==> config.mk <==
export PLATFORM = sky130hd
export DESIGN_NAME = debug_uart_tx_flat
export DESIGN_NICKNAME = d
export VERILOG_FILES = /design/src/rtl/debug_uart_tx_pkg.sv /design/src/rtl/debug_uart_tx_if.sv /design/src/rtl/debug_uart_tx_byte.sv /design/src/rtl/debug_uart_tx.sv /design/src/flat_wrapper.sv
export SDC_FILE = /design/constraint.sdc
export NUM_CORES = 1
export LEC_CHECK = 0
export CAP_MARGIN = 20
export CORE_MARGIN = 3
export CORE_UTILIZATION = 42
export DETAILED_ROUTE_END_ITERATION = 7
export HOLD_SLACK_MARGIN = 0.05
export PLACE_DENSITY = 0.73
export RECOVER_POWER = 25
export SYNTH_ARGS = -nofsm -noshare
export SYNTH_HDL_FRONTEND = slang
export SYNTH_SLANG_ARGS = --single-unit
export TNS_END_PERCENT = 5
==> constraint.sdc <==
create_clock -name clk -period 2.4 [get_ports clk]
set_input_delay 0.24 -clock clk [delete_from_list [all_inputs] [get_ports clk]]
set_output_delay 0.24 -clock clk [all_outputs]
set_load 0.05 [all_outputs]
==> src/rtl/debug_uart_tx_pkg.sv <==
// Shared definitions for the debug-unit UART link (receiver and transmitter).
package debug_defs;

  // Host protocol opcodes.
  localparam logic [7:0] OP_SIGNAL  = 8'h01;
  localparam logic [7:0] OP_OK      = 8'h02;
  localparam logic [7:0] OP_PING    = 8'h10;
  localparam logic [7:0] OP_PAUSE   = 8'h11;
  localparam logic [7:0] OP_RESUME  = 8'h12;
  localparam logic [7:0] OP_NEXT    = 8'h13;
  localparam logic [7:0] OP_PROGRAM = 8'h14;
  localparam logic [7:0] OP_NONE    = 8'hff;

  // 100 MHz system clock at 115200 baud.
  localparam int unsigned DEFAULT_CLK_PER_BIT = 868;

  // Byte-level FSM encodings, kept as fixed constants for the legacy decoders.
  localparam logic [1:0] ST_IDLE  = 2'd0;
  localparam logic [1:0] ST_START = 2'd1;
  localparam logic [1:0] ST_DATA  = 2'd2;
  localparam logic [1:0] ST_STOP  = 2'd3;

  typedef enum logic [1:0] {
    S_IDLE  = ST_IDLE,
    S_START = ST_START,
    S_DATA  = ST_DATA,
    S_STOP  = ST_STOP
  } byte_state_e;

endpackage

==> src/rtl/debug_uart_tx_if.sv <==
// Request/status bundle between the debug unit core and its UART transmitter.
interface debug_uart_tx_if #(
  parameter int unsigned SIG_BYTES = 4
);
  logic                   send_ok;
  logic                   send_signal;
  logic [31:0]            pc;
  logic [8*SIG_BYTES-1:0] signals;
  logic                   busy;
  logic                   done;

  modport master (
    output send_ok, send_signal, pc, signals,
    input  busy, done
  );

  modport slave (
    input  send_ok, send_signal, pc, signals,
    output busy, done
  );
endinterface

==> src/rtl/debug_uart_tx_byte.sv <==
// Single 8N1 frame serializer; accepts the next byte on the last stop-bit cycle
// so packet bytes run back to back.
module uart_byte_tx
  import debug_defs::*;
#(
  parameter int unsigned CLK_PER_BIT = DEFAULT_CLK_PER_BIT
) (
  input  logic       clk,
  input  logic       rst_n,
  input  logic [7:0] data,
  input  logic       valid,
  output logic       ready,
  output logic       tx
);

  localparam int unsigned BW = (CLK_PER_BIT > 1) ? $clog2(CLK_PER_BIT) : 1;
  localparam logic [BW-1:0] BAUD_LAST = BW'(CLK_PER_BIT - 1);

  byte_state_e   state;
  logic [BW-1:0] baud;
  logic [2:0]    bit_idx;
  logic [7:0]    shreg;
  logic          bit_end;

  assign bit_end = (baud == BAUD_LAST);
  assign ready   = (state == S_IDLE) || ((state == S_STOP) && bit_end);

  // Frame sequencer: start bit, 8 data bits LSB first, stop bit.
  always_ff @(posedge clk or negedge rst_n) begin
    if (!rst_n) begin
      state   <= S_IDLE;
      baud    <= '0;
      bit_idx <= '0;
      shreg   <= '0;
      tx      <= 1'b1;
    end else begin
      case (state)
        S_IDLE: begin
          baud <= '0;
          if (valid) begin
            shreg <= data;
            tx    <= 1'b0;
            state <= S_START;
          end
        end
        S_START: begin
          if (bit_end) begin
            baud    <= '0;
            bit_idx <= '0;
            tx      <= shreg[0];
            shreg   <= shreg >> 1;
            state   <= S_DATA;
          end else begin
            baud <= baud + BW'(1);
          end
        end
        S_DATA: begin
          if (bit_end) begin
            baud <= '0;
            if (bit_idx == 3'd7) begin
              tx    <= 1'b1;
              state <= S_STOP;
            end else begin
              bit_idx <= bit_idx + 3'd1;
              tx      <= shreg[0];
              shreg   <= shreg >> 1;
            end
          end else begin
            baud <= baud + BW'(1);
          end
        end
        S_STOP: begin
          if (bit_end) begin
            baud <= '0;
            if (valid) begin
              shreg <= data;
              tx    <= 1'b0;
              state <= S_START;
            end else begin
              state <= S_IDLE;
            end
          end else begin
            baud <= baud + BW'(1);
          end
        end
        default: begin
          state <= S_IDLE;
          tx    <= 1'b1;
        end
      endcase
    end
  end

endmodule

==> src/rtl/debug_uart_tx.sv <==
// Debug-unit response transmitter: frames OP_OK and OP_SIGNAL packets onto uart_tx.
module debug_uart_tx
  import debug_defs::*;
#(
  parameter int unsigned CLK_PER_BIT = DEFAULT_CLK_PER_BIT,
  parameter int unsigned SIG_BYTES   = 4
) (
  input  logic            clk,
  input  logic            rst_n,
  debug_uart_tx_if.slave  ifc,
  output logic            uart_tx
);

  localparam int unsigned NSNAP = 4 + SIG_BYTES;
  localparam int unsigned IW    = $clog2(5 + SIG_BYTES);
  localparam int unsigned SW    = $clog2(NSNAP);
  localparam logic [IW-1:0] LAST_SIG = IW'(NSNAP);

  logic                     busy;
  logic                     done;
  logic                     pkt_sig;
  logic                     ok_pending;
  logic [IW-1:0]            byte_idx;
  logic [IW-1:0]            last_idx;
  logic [SW-1:0]            snap_sel;
  logic [NSNAP-1:0][7:0]    snap;
  logic                     byte_valid;
  logic                     byte_ready;
  logic [7:0]               byte_data;
  logic                     want_ok;

  assign ifc.busy = busy;
  assign ifc.done = done;

  assign last_idx = pkt_sig ? LAST_SIG : '0;
  assign want_ok  = ok_pending | ifc.send_ok;
  // Byte k of a SIGNAL packet (k>=1) lives at snap[k-1]; while byte_idx is
  // being sent the next one is snap[byte_idx].
  assign snap_sel = byte_idx[SW-1:0];

  // Choose the byte handed to the serializer: packet start from idle, or the
  // follow-on byte on the last stop-bit cycle of the current one.
  always_comb begin
    byte_valid = 1'b0;
    byte_data  = OP_OK;
    if (!busy) begin
      if (ifc.send_signal) begin
        byte_valid = 1'b1;
        byte_data  = OP_SIGNAL;
      end else if (ifc.send_ok) begin
        byte_valid = 1'b1;
        byte_data  = OP_OK;
      end
    end else if (byte_ready) begin
      if (byte_idx != last_idx) begin
        byte_valid = 1'b1;
        byte_data  = snap[snap_sel];
      end else if (want_ok) begin
        byte_valid = 1'b1;
        byte_data  = OP_OK;
      end
    end
  end

  // Packet sequencing, snapshot capture, pending-OK bookkeeping and done/busy.
  always_ff @(posedge clk or negedge rst_n) begin
    if (!rst_n) begin
      busy       <= 1'b0;
      done       <= 1'b0;
      pkt_sig    <= 1'b0;
      ok_pending <= 1'b0;
      byte_idx   <= '0;
      snap       <= '0;
    end else begin
      done <= 1'b0;
      if (!busy) begin
        if (ifc.send_signal || ifc.send_ok) begin
          busy       <= 1'b1;
          byte_idx   <= '0;
          pkt_sig    <= ifc.send_signal;
          ok_pending <= ifc.send_signal & ifc.send_ok;
          if (ifc.send_signal) begin
            snap <= {ifc.signals, ifc.pc};
          end
        end
      end else begin
        if (ifc.send_ok) begin
          ok_pending <= 1'b1;
        end
        if (byte_ready) begin
          if (byte_idx != last_idx) begin
            byte_idx <= byte_idx + IW'(1);
          end else begin
            done <= 1'b1;
            // A pending OK (including one arriving this very cycle) chains
            // straight on; the later assignment overrides the set above.
            if (want_ok) begin
              pkt_sig    <= 1'b0;
              byte_idx   <= '0;
              ok_pending <= 1'b0;
            end else begin
              busy <= 1'b0;
            end
          end
        end
      end
    end
  end

  uart_byte_tx #(
    .CLK_PER_BIT(CLK_PER_BIT)
  ) u_byte_tx (
    .clk   (clk),
    .rst_n (rst_n),
    .data  (byte_data),
    .valid (byte_valid),
    .ready (byte_ready),
    .tx    (uart_tx)
  );

endmodule

==> src/flat_wrapper.sv <==
// flat-port wrapper written by rule: the top's interface ports become plain ports
module debug_uart_tx_flat import debug_defs::*;
#(
  parameter int unsigned CLK_PER_BIT = DEFAULT_CLK_PER_BIT,
  parameter int unsigned SIG_BYTES   = 4
)
  (clk, rst_n, uart_tx, ifc_send_ok, ifc_send_signal, ifc_pc, ifc_signals, ifc_busy, ifc_done);
  debug_uart_tx_if #(.SIG_BYTES(SIG_BYTES)) ifc_i ();
  input  logic clk;
  input  logic rst_n;
  output logic uart_tx;
  input wire logic [$bits(ifc_i.send_ok)-1:0] ifc_send_ok;
  input wire logic [$bits(ifc_i.send_signal)-1:0] ifc_send_signal;
  input wire logic [$bits(ifc_i.pc)-1:0] ifc_pc;
  input wire logic [$bits(ifc_i.signals)-1:0] ifc_signals;
  output wire logic [$bits(ifc_i.busy)-1:0] ifc_busy;
  output wire logic [$bits(ifc_i.done)-1:0] ifc_done;
  assign ifc_i.send_ok = ifc_send_ok;
  assign ifc_i.send_signal = ifc_send_signal;
  assign ifc_i.pc = ifc_pc;
  assign ifc_i.signals = ifc_signals;
  assign ifc_busy = ifc_i.busy;
  assign ifc_done = ifc_i.done;
  debug_uart_tx #(.CLK_PER_BIT(CLK_PER_BIT), .SIG_BYTES(SIG_BYTES)) u_core (.clk(clk), .rst_n(rst_n), .ifc(ifc_i), .uart_tx(uart_tx));
endmodule
# Yosys cells after proc, flatten, opt, wreduce, memory -nomap -nowiden
# Cells that the tools add are included.
dict set report classes {
  addsub 3
  order_cmp 1
  n_eq_ne 16
  n_mux 60
  bitwise_logic 3
  n_reduce_logical 14
}
# cell count
set ops {}
lappend ops {{8-bit 2-to-1 mux} 9}
lappend ops {{8-bit case mux with 4 select lines} 1}
lappend ops {{1-bit 2-to-1 mux} 29}
lappend ops {{8-bit binary-select mux with 3-bit select} 1}
lappend ops {{4-bit 2-to-1 mux} 6}
lappend ops {{10-bit case mux with 2 select lines} 1}
lappend ops {{2-bit inequality test, second input constant} 8}
lappend ops {{2-bit 2-to-1 mux} 6}
lappend ops {{4-bit AND reduction} 3}
lappend ops {{10-bit by 1-bit adder with 10-bit output, second input constant} 1}
lappend ops {{10-bit equality test, second input constant} 1}
lappend ops {{10-bit 2-to-1 mux} 1}
lappend ops {{3-bit 2-to-1 mux} 3}
lappend ops {{3-bit AND reduction} 3}
lappend ops {{2-bit case mux with 4 select lines} 1}
lappend ops {{3-bit case mux with 2 select lines} 1}
lappend ops {{5-bit AND reduction} 1}
lappend ops {{4-bit by 1-bit adder with 4-bit output, second input constant} 1}
lappend ops {{2-bit equality test, second input constant} 2}
lappend ops {{3-bit by 4-bit < comparator with 1-bit output, second input constant} 1}
lappend ops {{4-bit inequality test} 1}
lappend ops {{1-bit case mux with 4 select lines} 1}
lappend ops {{2-bit nonzero test} 2}
lappend ops {{3-bit by 1-bit adder with 3-bit output, second input constant} 1}
lappend ops {{11 further kinds} 12}
dict set report totals {
  regBits 96
  inputBits 68
  output_inout_bits 3
}

# Depth between registers and ports, before layout
# Gate-level depths: netlist of the first run.
dict set report depth {
  depth_word 8
  ltp_mapped 9
}

# Hierarchy
# Synthesis of the first run repeated with hierarchy kept, for this count alone.
dict set report unflattened {
  cells_unflattened 343
  area_unflattened_um2 4650.7
}
# mod instances cells_per_inst area_each_um2 seq_area_each_um2
set modules_own_cells {}
lappend modules_own_cells {debug_uart_tx 1 231 3314.4 1801.7}
lappend modules_own_cells {uart_byte_tx 1 112 1336.3 601.8}

# Least setup slack after synthesis of the first run
# OpenSTA, ideal clock, no wires.
dict set report synth_timing {
  path_kind {reg2reg}
  startpoint {register u_core.byte_idx[0]}
  endpoint {register u_core.u_byte_tx.shreg[0]}
  setup_time_ps 125
  t_arrival_ps 2210
  required_time_ps 2275
  path_slack_ps 65
  stages_incl_launch_ff 10
  path_buffers 2
  synth_period_minus_slack_ps 2335
  path_cell_list {dfrtp_1 > buf_2 > buf_2 > inv_1 > ha_1 > nand2b_4 > o41ai_4 > o21ai_4 > o211ai_4 > mux2_2}
}
dict set report synth_via {
  elab_chain_cells 8
}
# item line
set synth_rtl {}
lappend synth_rtl {{from (decl)} debug_uart_tx.sv:23} ;# logic [IW-1:0] byte_idx;
lappend synth_rtl {{from (signal assigned)} debug_uart_tx.sv:92} ;# byte_idx <= byte_idx + IW'(1);
lappend synth_rtl {{8-bit binary-select mux with 3-bit select} debug_uart_tx.sv:57} ;# byte_data = snap[snap_sel];
lappend synth_rtl {{8-bit 2-to-1 mux (not written as such)} debug_uart_tx.sv:57}
lappend synth_rtl {{8-bit 2-to-1 mux} debug_uart_tx.sv:55} ;# if (byte_idx != last_idx) begin
lappend synth_rtl {{8-bit 2-to-1 mux} debug_uart_tx.sv:54} ;# end else if (byte_ready) begin
lappend synth_rtl {{8-bit 2-to-1 mux} debug_uart_tx.sv:46} ;# if (!busy) begin
lappend synth_rtl {{8-bit 2-to-1 mux (*)} {debug_uart_tx_byte.sv:40, debug_uart_tx_byte.sv:75}}
lappend synth_rtl {{8-bit 2-to-1 mux} debug_uart_tx_byte.sv:73} ;# if (bit_end) begin
lappend synth_rtl {{8-bit case mux with 4 select lines (*)} debug_uart_tx_byte.sv:37} ;# case (state)
lappend synth_rtl {{to (signal assigned)} debug_uart_tx_byte.sv:41} ;# shreg <= data;
lappend synth_rtl {{to (signal assigned)} debug_uart_tx_byte.sv:51} ;# shreg <= shreg >> 1;
lappend synth_rtl {{to (signal assigned)} debug_uart_tx_byte.sv:76} ;# shreg <= data;
lappend synth_rtl {{to (decl)} debug_uart_tx_byte.sv:22} ;# logic [7:0] shreg;
# Every way passes the cells marked *; elsewhere a longest branch is shown, timed or not. The select of a mux whose other input is x is not followed.
# A chain may end at the register's enable or synchronous reset.

# Final worst setup path of the first run
dict set report layout_timing {
  startpoint {register u_core.u_byte_tx.baud[0]}
  endpoint {register u_core.u_byte_tx.shreg[0]}
}
dict set report layout_via {
  elab_chain_cells 8
}
# item line
set layout_rtl {}
lappend layout_rtl {{from (decl)} debug_uart_tx_byte.sv:20} ;# logic [BW-1:0] baud;
lappend layout_rtl {{from (signal assigned)} debug_uart_tx_byte.sv:54} ;# baud <= baud + BW'(1);
lappend layout_rtl {{from (signal assigned)} debug_uart_tx_byte.sv:69} ;# baud <= baud + BW'(1);
lappend layout_rtl {{from (signal assigned)} debug_uart_tx_byte.sv:83} ;# baud <= baud + BW'(1);
lappend layout_rtl {{10-bit equality test (*)} debug_uart_tx_byte.sv:25} ;# assign bit_end = (baud == BAUD_LAST);
lappend layout_rtl {{1-bit logical AND} debug_uart_tx_byte.sv:26} ;# assign ready = (state == S_IDLE) || ((state == S_STOP) && bit_end);
lappend layout_rtl {{1-bit logical OR} debug_uart_tx_byte.sv:26}
lappend layout_rtl {{8-bit 2-to-1 mux / 1-bit 2-to-1 mux (equally long branches)} debug_uart_tx.sv:54}
lappend layout_rtl {{8-bit 2-to-1 mux / 1-bit 2-to-1 mux (equally long branches)} debug_uart_tx.sv:46}
lappend layout_rtl {{8-bit 2-to-1 mux} {debug_uart_tx_byte.sv:40, debug_uart_tx_byte.sv:75}}
lappend layout_rtl {{8-bit 2-to-1 mux} debug_uart_tx_byte.sv:73}
lappend layout_rtl {{8-bit case mux with 4 select lines} debug_uart_tx_byte.sv:37}
# Marks and branches as above.

==> results.cfg, run 1 <==
[logic_synthesis]
syn_area_mm2 = 0.004646
yosys_warnings = 0
yosysMostFrequentCell = dfrtp_1
syn-num-nets = 431
synth_cell_types = 48
synth_seq_cells = 96
ys_seq_area_frac = 0.5174
synth_top_cell_area_share = 0.5117
synth.top_cells.by_count = 95 x dfrtp_1, 79 x mux2_2, 24 x nor2_1
synthCells = 353
synth-main-ff-cell = dfrtp_1
synth_top_area_cell = dfrtp_1
avgSynthCellArea_um2 = 13.16
synth.area.top_cells = dfrtp_1 51%, mux2_2 19%, mux4_2 4.4%
async_reset_ff_frac = 1.000
synth_edf_count = 0

[place]
placedCellCount = 552
io_buffers = 70
gp_congestion = 0.7802
hpwl_um = 6761

[sta]
fin_crit_sh = 0.9047
worst_pin_slew_ps = 1299
hold_slack_ps = 468.5
setup_tns_ps = 0
grt_setup_unrepaired = no
setup_viol = 0
relSlewSlack = 0.1337
post-route-min-period_ps = 2171
finalClockSkew_ps = 10.82
hold_viol = 0
max_freq_ghz = 0.4606
maxSlewViolCount = 0

[finish]
multi_input_area_mm2 = 0.002138
fin_cells = 569
seq_area_mm2 = 0.002404
layout.nets = 506
syn2layout_area_growth_pct = 23.40
drive_gt1_frac = 0.2864
num_antenna_cells = 0
n_fill_cell = 925

[pwr]
p_per_area_mw_per_mm2 = 547.6
p_leak_nw = 2.618
peakVddDrop_mv = 0.3162

[die]
die_h_um = 111.2
die_x_um = 111.2
die-area_mm2 = 0.01236
core_mm2 = 0.01056
start_util = 0.4401
num_rows = 37
top_level_ports = 71

[job]
cap_viol_max_count = 0

[worst_hold_path]
worstHoldPathType = in2reg
whs_endpoint = u_core.snap[4]
hp-start = ifc_pc[4]
min_path_cells = 2

[global_route]
antenna_found_initial = 0
gr-usage-all-layers = 0.1574
grt_pass1_vias = 3226
grt_pass1_wl_um = 15900
grt_max_degree = 97
gr-total-overflow = 0

[clock_network]
cts.htree.levels = 3
clock-sinks = 96
cts_made_buffers = 9
post-cts-setup-buffers = 0
cts.path.max_buffers = 2
cts_root_buffer = clkbuf_8
cts.clk_slew.worst_paths_ps = 110
clock_latency_ps = 370
cts_tree = done

[setup_path]
endpoint_kind = flip-flop
r2r-end = u_core.u_byte_tx.shreg[0]
crit_type = reg2reg
crit_path_start_kind = flip-flop
rr_startpoint = u_core.u_byte_tx.baud[0]
path_max_fanout = 8
rrSetupSlack_ps = 230
rr_worst_depth = 6
cp.arrival_ps = 2430
crit_required_ps = 2660

[drt]
wire_per_inst_um = 16.46
vias = 3029
drc = 0
avgViaCountPerCell = 5.323
firstDrtPassIters = 6
wl_um = 9366
ant_nets = 0
drt_iter0_drc = 132

[run_status]
outcome = finished clean
[cells in the final DEF, fill, tap and decap left out, drive strengths merged, types with 2 or more instances in the layout]
cell           count
mux2i             14
dfrtp             95
a22o               4
clkinv             3
xnor2              4
clkbuf            12
ha                10
mux4               9
o221ai             3
nor3               3
nor2b              3
xor2               6
a31oi              2
nor2              24
a22oi              3
and3               3
o211ai             2
o21ai             13
inv               11
clkdlybuf4s50     69
buf                9
a21oi              3
mux2              79
nand3              8
nand2b             5
nand2             16
and2               3
[worst max-delay path by stage]
stage	start	end	slack (ps)	depth (start not counted)
floorplan	u_core.byte_idx[0]	u_core.u_byte_tx.shreg[0]	70	9
global placement	ifc_send_ok	u_core.u_byte_tx.shreg[0]	250	5
detailed placement	ifc_send_ok	u_core.u_byte_tx.shreg[3]	200	5
CTS	u_core.u_byte_tx.baud[0]	u_core.u_byte_tx.shreg[0]	230	6
global route	u_core.u_byte_tx.baud[0]	u_core.u_byte_tx.shreg[5]	110	6
finish	u_core.u_byte_tx.baud[0]	u_core.u_byte_tx.shreg[0]	230	6
[power breakdown]
group,internal [mW],switching (mW)
logic,0.222,0.118
registers,1.71,0.0454
clock network,0.431,0.616
[layer usage]
layer,track usage,part of all wire,vias up
met4,0.04136,0.0097,0
met1,0.2129,0.45,1544
met2,0.2537,0.50,61
li1,-,-,1418
met3,0.03985,0.040,6
met5,0,0,-
[area by class of cell]
cell class / instances / share of cell area
Clock buffer: 10 / 0.02401
Clock inverter: 6 / 0.01004
Inverter: 8 / 0.005238
Multi-Input combinational cell: 232 / 0.3730
Sequential cell: 96 / 0.4192
Tap cell: 136 / 0.02968
Timing Repair Buffer: 81 / 0.1388
[repair_timing]
action,in CTS,in global routing
setup endpoints to repair,0,0
hold buffers,1,0
hold endpoints to repair,95,0
resized for setup,0,0
[cell families (layout without fill, tap and decap cells)]
group	count (synthesis)	count (layout)	synth area share
muxes	102	102	0.2653
DFF	96	96	0.5174
and+or+nand+nor	70	70	0.07380
AOI/OAI and AO/OA	40	40	0.07380
buffers and inverters	25	105	0.02397
adders and majority gates	10	10	0.02693
xor gates and xnor gates	10	10	0.01885
[state kept, by name, indices dropped and copies added, names as in the netlist]
register,cells
u_core.u_byte_tx.bit_idx,3
u_core.u_byte_tx.tx,1
u_core.u_byte_tx.state,2
u_core.u_byte_tx.shreg,8
u_core.ifc.done,1
u_core.ok_pending,1
u_core.pkt_sig,1
u_core.snap,64
u_core.byte_idx,4
u_core.u_byte_tx.baud,10
u_core.ifc.busy,1
[through the flow]
stage          utilization  setup slack (ps)  power, mW  instance area, µm²
3_3_place_gp        0.5249             252.4      2.121                5540
4_1_cts             0.5443             227.6      3.188                5746
2_1_floorplan            -             65.06      1.936                4646
6_report            0.5431             228.7      3.139                5733
3_5_place_dp        0.5249             203.5      2.133                5540
5_1_grt             0.5431             110.6      3.296                5733
[critical path: stages (launching register included)]
cell	delay, ps
dfrtp_1	420
ha_1	250
and4b_1	270
a41oi_4	330
o21ai_4	110
o211ai_4	330
mux2_2	370
Note: power is estimated with default switching activity, not from simulation.
==> run 2, diff against run 1 <==
- SLEW_MARGIN: unset -> 10
==> results of run 2 <==
The final DEF is identical to that of run 1; final timing and power are the same.
